$ cat src/rtl/pipe_pkg.sv
// Shared pipeline-tracking types: register-index width, action/mode codes and
// the per-slot record carried through EX, MEM and WB.
package pipe_pkg;

  localparam int unsigned REG_W  = 7;
  localparam int unsigned MODE_W = 2;

  typedef enum logic [MODE_W-1:0] {
    MODE_RUN      = 2'd0,
    MODE_LU_STALL = 2'd1,
    MODE_FREEZE   = 2'd2
  } mode_e;

  // One pipeline slot: tracked destination (0 = none) and load flag.
  typedef struct packed {
    logic [REG_W-1:0] rd;
    logic             is_load;
  } slot_t;

endpackage

$ cat src/rtl/rd_pipe_tracker_if.sv
// Decode-side inputs and forwarding-side outputs of the destination tracker.
// master = decode/memory control side, slave = the tracker itself.
interface rd_pipe_tracker_if #(
  parameter int unsigned REG_W = pipe_pkg::REG_W,
  parameter int unsigned CNT_W = 16
);

  logic             id_valid;
  logic [REG_W-1:0] rs1_d;
  logic [REG_W-1:0] rs2_d;
  logic             id_use_rs1;
  logic             id_use_rs2;
  logic [REG_W-1:0] id_rd;
  logic             id_rd_we;
  logic             id_is_load;
  logic             flush_ex;
  logic             mem_busy;

  logic [REG_W-1:0] rd_EX;
  logic [REG_W-1:0] rd_MEM;
  logic [REG_W-1:0] rd_WB;
  logic             ex_is_load;
  logic             stall_id;
  logic [1:0]       mode;
  logic [CNT_W-1:0] stall_cycles;

  modport master (
    output id_valid, rs1_d, rs2_d, id_use_rs1, id_use_rs2,
           id_rd, id_rd_we, id_is_load, flush_ex, mem_busy,
    input  rd_EX, rd_MEM, rd_WB, ex_is_load, stall_id, mode, stall_cycles
  );

  modport slave (
    input  id_valid, rs1_d, rs2_d, id_use_rs1, id_use_rs2,
           id_rd, id_rd_we, id_is_load, flush_ex, mem_busy,
    output rd_EX, rd_MEM, rd_WB, ex_is_load, stall_id, mode, stall_cycles
  );

endinterface

$ cat src/rtl/rd_pipe_tracker_hazard_detect.sv
// Combinational load-use compare: a load in EX whose destination is read by
// the instruction currently in decode.
module hazard_detect #(
  parameter int unsigned REG_W = 7
) (
  input  logic             ex_is_load,
  input  logic [REG_W-1:0] rd_ex,
  input  logic             id_valid,
  input  logic             id_use_rs1,
  input  logic [REG_W-1:0] rs1_d,
  input  logic             id_use_rs2,
  input  logic [REG_W-1:0] rs2_d,
  output logic             load_use_c
);

  logic hit_rs1;
  logic hit_rs2;

  always_comb begin
    hit_rs1    = id_use_rs1 && (rs1_d == rd_ex);
    hit_rs2    = id_use_rs2 && (rs2_d == rd_ex);
    load_use_c = ex_is_load && id_valid && (hit_rs1 || hit_rs2);
  end

endmodule

$ cat src/rtl/rd_pipe_tracker.sv
// Tracks destination registers through EX/MEM/WB for the forwarding unit,
// raises load-use stalls, freezes on busy memory and counts stall cycles.
module rd_pipe_tracker #(
  parameter int unsigned REG_W = pipe_pkg::REG_W,
  parameter int unsigned CNT_W = 16
) (
  input  logic               clk,
  input  logic               rst,
  rd_pipe_tracker_if.slave   bus
);

  import pipe_pkg::*;

  localparam int unsigned SLOT_RD_W = pipe_pkg::REG_W;

  slot_t            ex_q,   ex_d;
  slot_t            mem_q,  mem_d;
  slot_t            wb_q,   wb_d;
  mode_e            mode_q, mode_d;
  logic [CNT_W-1:0] cnt_q,  cnt_d;
  slot_t            entry;
  logic             load_use_c;
  logic             stall_id_c;

  hazard_detect #(.REG_W(REG_W)) u_hazard (
    .ex_is_load (ex_q.is_load),
    .rd_ex      (REG_W'(ex_q.rd)),
    .id_valid   (bus.id_valid),
    .id_use_rs1 (bus.id_use_rs1),
    .rs1_d      (bus.rs1_d),
    .id_use_rs2 (bus.id_use_rs2),
    .rs2_d      (bus.rs2_d),
    .load_use_c (load_use_c)
  );

  // Priority action encoder: FREEZE > FLUSH > LU_STALL > RUN.
  always_comb begin
    entry      = '0;
    ex_d       = ex_q;
    mem_d      = mem_q;
    wb_d       = wb_q;
    mode_d     = MODE_RUN;
    stall_id_c = 1'b0;

    if (bus.id_valid && bus.id_rd_we && (bus.id_rd != '0)) begin
      entry.rd      = SLOT_RD_W'(bus.id_rd);
      entry.is_load = bus.id_is_load;
    end

    if (bus.mem_busy) begin
      stall_id_c = 1'b1;
      mode_d     = MODE_FREEZE;
    end else begin
      ex_d  = '0;
      mem_d = ex_q;
      wb_d  = mem_q;
      if (!bus.flush_ex) begin
        if (load_use_c) begin
          stall_id_c = 1'b1;
          mode_d     = MODE_LU_STALL;
        end else begin
          ex_d = entry;
        end
      end
    end

    cnt_d = (stall_id_c && !(&cnt_q)) ? cnt_q + CNT_W'(1) : cnt_q;
  end

  always_ff @(posedge clk) begin
    if (rst) begin
      ex_q   <= '0;
      mem_q  <= '0;
      wb_q   <= '0;
      mode_q <= MODE_RUN;
      cnt_q  <= '0;
    end else begin
      ex_q   <= ex_d;
      mem_q  <= mem_d;
      wb_q   <= wb_d;
      mode_q <= mode_d;
      cnt_q  <= cnt_d;
    end
  end

  assign bus.rd_EX        = REG_W'(ex_q.rd);
  assign bus.rd_MEM       = REG_W'(mem_q.rd);
  assign bus.rd_WB        = REG_W'(wb_q.rd);
  assign bus.ex_is_load   = ex_q.is_load;
  assign bus.mode         = mode_q;
  assign bus.stall_cycles = cnt_q;
  assign bus.stall_id     = stall_id_c;

endmodule

$ cat src/flat_wrapper.sv
// flat-port wrapper written by rule: the top's interface ports become plain ports
module rd_pipe_tracker_flat import pipe_pkg::*;
#(
  parameter int unsigned REG_W = pipe_pkg::REG_W,
  parameter int unsigned CNT_W = 16
)
  (clk, rst, bus_id_valid, bus_rs1_d, bus_rs2_d, bus_id_use_rs1, bus_id_use_rs2, bus_id_rd, bus_id_rd_we, bus_id_is_load, bus_flush_ex, bus_mem_busy, bus_rd_EX, bus_rd_MEM, bus_rd_WB, bus_ex_is_load, bus_stall_id, bus_mode, bus_stall_cycles);
  rd_pipe_tracker_if #(.REG_W(REG_W), .CNT_W(CNT_W)) bus_i ();
  input  logic clk;
  input  logic rst;
  input wire logic [$bits(bus_i.id_valid)-1:0] bus_id_valid;
  input wire logic [$bits(bus_i.rs1_d)-1:0] bus_rs1_d;
  input wire logic [$bits(bus_i.rs2_d)-1:0] bus_rs2_d;
  input wire logic [$bits(bus_i.id_use_rs1)-1:0] bus_id_use_rs1;
  input wire logic [$bits(bus_i.id_use_rs2)-1:0] bus_id_use_rs2;
  input wire logic [$bits(bus_i.id_rd)-1:0] bus_id_rd;
  input wire logic [$bits(bus_i.id_rd_we)-1:0] bus_id_rd_we;
  input wire logic [$bits(bus_i.id_is_load)-1:0] bus_id_is_load;
  input wire logic [$bits(bus_i.flush_ex)-1:0] bus_flush_ex;
  input wire logic [$bits(bus_i.mem_busy)-1:0] bus_mem_busy;
  output wire logic [$bits(bus_i.rd_EX)-1:0] bus_rd_EX;
  output wire logic [$bits(bus_i.rd_MEM)-1:0] bus_rd_MEM;
  output wire logic [$bits(bus_i.rd_WB)-1:0] bus_rd_WB;
  output wire logic [$bits(bus_i.ex_is_load)-1:0] bus_ex_is_load;
  output wire logic [$bits(bus_i.stall_id)-1:0] bus_stall_id;
  output wire logic [$bits(bus_i.mode)-1:0] bus_mode;
  output wire logic [$bits(bus_i.stall_cycles)-1:0] bus_stall_cycles;
  assign bus_i.id_valid = bus_id_valid;
  assign bus_i.rs1_d = bus_rs1_d;
  assign bus_i.rs2_d = bus_rs2_d;
  assign bus_i.id_use_rs1 = bus_id_use_rs1;
  assign bus_i.id_use_rs2 = bus_id_use_rs2;
  assign bus_i.id_rd = bus_id_rd;
  assign bus_i.id_rd_we = bus_id_rd_we;
  assign bus_i.id_is_load = bus_id_is_load;
  assign bus_i.flush_ex = bus_flush_ex;
  assign bus_i.mem_busy = bus_mem_busy;
  assign bus_rd_EX = bus_i.rd_EX;
  assign bus_rd_MEM = bus_i.rd_MEM;
  assign bus_rd_WB = bus_i.rd_WB;
  assign bus_ex_is_load = bus_i.ex_is_load;
  assign bus_stall_id = bus_i.stall_id;
  assign bus_mode = bus_i.mode;
  assign bus_stall_cycles = bus_i.stall_cycles;
  rd_pipe_tracker #(.REG_W(REG_W), .CNT_W(CNT_W)) u_core (.clk(clk), .rst(rst), .bus(bus_i));
endmodule
$ cat config.mk
export PLATFORM = sky130hd
export DESIGN_NAME = rd_pipe_tracker_flat
export DESIGN_NICKNAME = d
export VERILOG_FILES = /design/src/rtl/pipe_pkg.sv /design/src/rtl/rd_pipe_tracker_if.sv /design/src/rtl/rd_pipe_tracker_hazard_detect.sv /design/src/rtl/rd_pipe_tracker.sv /design/src/flat_wrapper.sv
export SDC_FILE = /design/constraint.sdc
export NUM_CORES = 1
export LEC_CHECK = 0
export CORE_MARGIN = 5
export CORE_UTILIZATION = 49
export CTS_CLUSTER_DIAMETER = 200
export DETAILED_ROUTE_END_ITERATION = 6
export PLACE_DENSITY = 0.85
export SLEW_MARGIN = 20
export SYNTH_ARGS = -nofsm -noshare
export SYNTH_HDL_FRONTEND = slang
export SYNTH_SLANG_ARGS = --single-unit
$ cat constraint.sdc
create_clock -name clk -period 5 [get_ports clk]
set_input_delay 0.75 -clock clk [delete_from_list [all_inputs] [get_ports clk]]
set_output_delay 0.75 -clock clk [all_outputs]
set_load 0.02 [all_outputs]
## After elaboration in Yosys (flattened, before gate mapping)

Cells that the tools add are included.
W data, S select, Z words.

| storage, ports and cells | value |
|---|---|
| register bits after elaboration | 40 |
| output and inout port bits | 41 |
| word-level logic and storage cells | 31 |

| operators by class | value |
|---|---|
| add/sub/neg operators | 1 |
| eq/ne operators | 2 |
| mux-type cells | 9 |
| reductions and logical operators | 12 |

Operators by type and width:

| kind | count |
|---|---|
| $mux W8 | 3 |
| $add A16 B1 Y16 const B | 1 |
| $reduce_and A16 Y1 | 1 |
| $eq A7 B7 Y1 | 2 |
| $logic_and A1 B1 Y1 | 7 |
| $reduce_bool A7 Y1 | 1 |
| $mux W1 | 4 |
| $mux W2 | 2 |
| $reduce_or A3 Y1 | 1 |
| $logic_not A1 Y1 | 1 |
| $logic_or A1 B1 Y1 | 1 |

## Longest topological paths before layout

| logic depth | value |
|---|---|
| word-level depth | 8 |
| depth in mapped cells | 8 |

## Hierarchy

A second synthesis with hierarchy kept.

| unflattened totals | value |
|---|---|
| cells, all modules | 190 |
| area, all modules | 1860.5 um^2 |

Modules (own cells, without submodules):

| module | instances | cells each | area an instance (um^2) | seq. area each (um^2) |
|---|---|---|---|---|
| rd_pipe_tracker | 1 | 168 | 1696.6 | 800.8 |
| hazard_detect | 1 | 22 | 163.9 | 0.0 |

## Worst setup path after synthesis

Ideal clock, no wire load.

| path | value |
|---|---|
| path type | input to output |
| start point | input port bus_rs1_d[3] |
| end point | output port bus_stall_id |
| data arrival time | 1.499 ns |
| required time | 4.250 ns |
| setup slack | 2.751 ns |
| stages | 5 |
| buffers on the path | 0 |
| cells stage by stage | xnor2_1 nand4_1 nor2_4 o21ai_4 nand2_1 |

| between the ends | value |
|---|---|
| longest elaborated chain between the ends | 7 |

Ends and longest elaborated chain:

| element | RTL line | source |
|---|---|---|
| start: declaration | flat_wrapper.sv:12 | `input wire logic [$bits(bus_i.rs1_d)-1:0] bus_rs1_d;` |
| $eq A7 B7 Y1 | rd_pipe_tracker_hazard_detect.sv:20 | `hit_rs1 = id_use_rs1 && (rs1_d == rd_ex);` |
| $logic_and A1 B1 Y1 | rd_pipe_tracker_hazard_detect.sv:20 |  |
| $logic_or A1 B1 Y1 | rd_pipe_tracker_hazard_detect.sv:22 | `load_use_c = ex_is_load && id_valid && (hit_rs1 \|\| hit_rs2);` |
| $logic_and A1 B1 Y1 | rd_pipe_tracker_hazard_detect.sv:22 |  |
| $mux W1 | rd_pipe_tracker.sv:58 | `if (load_use_c) begin` |
| $mux W1 | rd_pipe_tracker.sv:57 | `if (!bus.flush_ex) begin` |
| $mux W1 | rd_pipe_tracker.sv:50 | `if (bus.mem_busy) begin` |
| end: declaration | flat_wrapper.sv:25 | `output wire logic [$bits(bus_i.stall_id)-1:0] bus_stall_id;` |

No other way between the ends.

## Worst setup path after layout

| path | value |
|---|---|
| start point | input port bus_rs2_d[0] |
| end point | output port bus_stall_id |

| between the ends | value |
|---|---|
| longest elaborated chain between the ends | 7 |

Ends and longest elaborated chain:

| element | RTL line | source |
|---|---|---|
| start: declaration | flat_wrapper.sv:13 | `input wire logic [$bits(bus_i.rs2_d)-1:0] bus_rs2_d;` |
| $eq A7 B7 Y1 | rd_pipe_tracker_hazard_detect.sv:21 | `hit_rs2 = id_use_rs2 && (rs2_d == rd_ex);` |
| $logic_and A1 B1 Y1 | rd_pipe_tracker_hazard_detect.sv:21 |  |
| $logic_or A1 B1 Y1 | rd_pipe_tracker_hazard_detect.sv:22 |  |
| $logic_and A1 B1 Y1 | rd_pipe_tracker_hazard_detect.sv:22 |  |
| $mux W1 | rd_pipe_tracker.sv:58 |  |
| $mux W1 | rd_pipe_tracker.sv:57 |  |
| $mux W1 | rd_pipe_tracker.sv:50 |  |

No other way between the ends.

==> run_results.csv <==
group,metric,value,unit
timing,final.setup.tns,0,ns
clock_network,cts_hold_buf,0,
yosys,async_flop_share,0,%
final_layout,syn_to_final_growth,41.8,%
global_routing,grtUsageTotal,19.8,%
clock_network,numCtsBuffers,5,
route,dr.pass1.iters,4,
worst_setup_path,slowest_stage,"clkdlybuf4s50_1",
timing,hold_ws,0.503,ns
yosys,synth_edf_count,0,
yosys,synth_area_leaders,"dfxtp_1 38%, mux2i_1 6.7%, xnor2_1 5.9%",
route,num_vias,1762,
worst_hold_path,min_path_type,"flip-flop to flip-flop",
clock_network,cts_num_sinks,40,
final_layout,fin_nets,307,
clock_network,clk_path_buf_depth,2,
die,dieWidth,75.2,um
worst_hold_path,hp-start,"u_core.bus.rd_WB[2]",
worst_setup_path,start_kind,"primary input",
yosys,seq_area_frac_synth,38.4,%
die,ios,71,
yosys,ys_ff_latch,40,
worst_setup_path,r2r-start,"u_core.bus.rd_EX[0]",
outcome,status,"complete, no violations",
flow_run,maxCapViolCount,0,
global_routing,grt_first_pass_wirelength,8.49,mm
worst_setup_path,crit_path_end_kind,"output port",
die,die_h,75.2,um
yosys,synth_commonest_cells,"40 x dfxtp_1, 28 x nor2_1, 14 x mux2i_1, 14 x xnor2_1, 11 x nor2b_1",
final_layout,antenna-diode-count,0,
worst_setup_path,worst-path-buf-inv,2,
worst_setup_path,critPathKind,"primary input to output port",
worst_setup_path,arrival,2.57,ns
worst_setup_path,required,4.25,ns
final_layout,final_core_util,72.9,%
placed_design,place.gp.congestion,0.755,
clock_network,ctsResizeCount,0,
worst_hold_path,min_path_cells,2,
yosys,synth_top_flop_cell,"dfxtp_1",
clock_network,post_cts_buffers,0,
yosys,yosysWarnings,0,
route,ant_nets,0,
timing,rsz0062_at_grt,"no",
route,dr.max_layer_used,"met4",
worst_setup_path,cp_cell_sequence,"clkdlybuf4s50_1 > xnor2_1 > nand4_1 > nor2_4 > o21ai_4 > nand2_1 > clkdlybuf4s50_1",
route,vias_per_cell,5.39,
die,die_area,5660,um2
timing,clock-skew-final,0.00723,ns
worst_setup_path,rrSetupSlack,2.92,ns
worst_setup_path,cpPeakStageDelay,0.61,ns
clock_network,clk_latency,0.29,ns
placed_design,io_buffers,70,
yosys,syn_avg_cell_area,10.0,um2
clock_network,cts_tree,"done",
timing,worst_pin_slew,0.678,ns
global_routing,grt_max_degree,29,
worst_hold_path,holdPathEnd,"u_core.bus.rd_WB[2]",
route,wirelength_met1,2.17,mm
yosys,synthCells,208,
global_routing,grt-ovfl-total,0,
route,routed-wl-met3,444,um
yosys,netlist.area_leader.share,38.4,%
die,start_util,51.4,%
power,leakagePower,1.08,nW
die,coreArea,4060,um2
placed_design,dp_hpwl,3.96,mm
route,dr_wl_met2,2.59,mm
worst_setup_path,crit_path_start,"bus_rs2_d[0]",
route,wirelength,5.29,mm
final_layout,drive_gt1_share,14.4,%
power,ir_drop,0.156,mV
worst_setup_path,cp_top_family,"buffers and inverters",
final_layout,fillers,296,
worst_setup_path,worstPathMaxFanout,5,
yosys,yosysTopAreaCell,"dfxtp_1",
yosys,synth_area,2090,um2
power,power_density,257,nW/um2
clock_network,cts_htree_levels,2,
worst_setup_path,r2r_end,"u_core.bus.stall_cycles[6]",
timing,period_share,66.4,%
timing,fin_crit,3.32,ns
timing,slew_headroom,54.7,%
global_routing,antenna_found_initial,0,
timing,finalHoldViolations,0,
worst_setup_path,r2r_cells,6,
yosys,netlist-cell-type-count,45,
route,wire_per_inst,16.2,um
route,initialDrtViolationCount,102,
timing,setup_viol,0,
clock_network,clk_pin_slew_worst_paths,0.08,ns
yosys,yosysMostFrequentCell,"dfxtp_1",
clock_network,cts_root_buffer,"clkbuf_8",
timing,fmax,301,MHz
worst_setup_path,critPathMostFrequentCell,"clkdlybuf4s50_1",
global_routing,grt_pass1_vias,1789,
yosys,syn_nets,239,
die,core.rowCount,23,
route,drc,0,
timing,final_max_slew_viol_count,0,
cell families after synthesis:
| logic type | synth area share, % |
|---|---|
| AO/OA/AOI/OAI | 15.1 |
| flip-flops | 38.4 |
| XOR/XNOR | 5.88 |
| adder cells (fa/ha/maj) | 0.600 |
| multiplexers | 14.3 |
| buffers and inverters | 3.72 |
| AND/OR/NAND/NOR | 22.0 |
layer usage:
layer / vias to the layer above / global-route usage [%]
li1: 872 / -
met1: 813 / 23.4
met2: 68 / 34.9
met3: 9 / 5.07
met4: 0 / 6.60
met5: - / 0
tightest hold or removal path, cell delays in order, from the launching register on:
cell	delay, ns
dfxtp_1	0.33
mux2i_1	0.07
nor2_1	0.08
power breakdown:
group | internal, mW | switching [mW]
Sequential | 0.321 | 0.00474
Combinational | 0.0389 | 0.0314
Clock | 0.250 | 0.113
Total | 0.610 | 0.149
stage by stage:
step | instances | setup WS [ns] | cell area, um2 | total power [mW]
4_1_cts | 327 | 1.66 | 2960 | 0.765
3_3_place_gp | 319 | 1.70 | 2800 | 0.402
2_1_floorplan | 208 | 2.75 | 2090 | 0.366
6_report | 327 | 1.68 | 2960 | 0.759
5_1_grt | 327 | 1.56 | 2960 | 0.783
3_5_place_dp | 319 | 1.67 | 2800 | 0.404
area by class of cell:
type / instances / area (um2) / share of cell area [%]
multi-input cells: 154 / 1210 / 40.8
clock buffers: 5 / 68.8 / 2.33
clock inverters: 3 / 90.1 / 3.05
well taps: 50 / 62.6 / 2.12
repair buffers: 72 / 716 / 24.2
inverters: 3 / 11.3 / 0.381
flip-flops and latches: 40 / 801 / 27.1
layout by cell type, fill, tap and decap left out, drive strengths merged, types with 4 or more instances in the layout:
cell and instances:
nand3 10, xnor2 14, dfxtp 40, nand2 7
a22o 8, nand4 6, clkbuf 5, nor2b 11
nor2 30, mux2i 14, clkdlybuf4s50 70, mux2 12
a21oi 11, and3 4
sequential cells by signal, summed over array words and instances, names as in the netlist:
register                 cells
u_core.bus.stall_cycles     16
u_core.bus.rd_EX             7
u_core.bus.rd_MEM            7
u_core.bus.rd_WB             7
u_core.bus.mode              2
u_core.bus.ex_is_load        1
worst max path at each step:
stage | to | cells past startpoint
final | bus_stall_id | 7
after global routing | bus_stall_id | 7
after CTS | bus_stall_id | 7
after detailed placement | bus_stall_id | 7
after global placement | bus_stall_id | 7
after floorplan | bus_stall_id | 5
(Power assumes the default switching activity.)
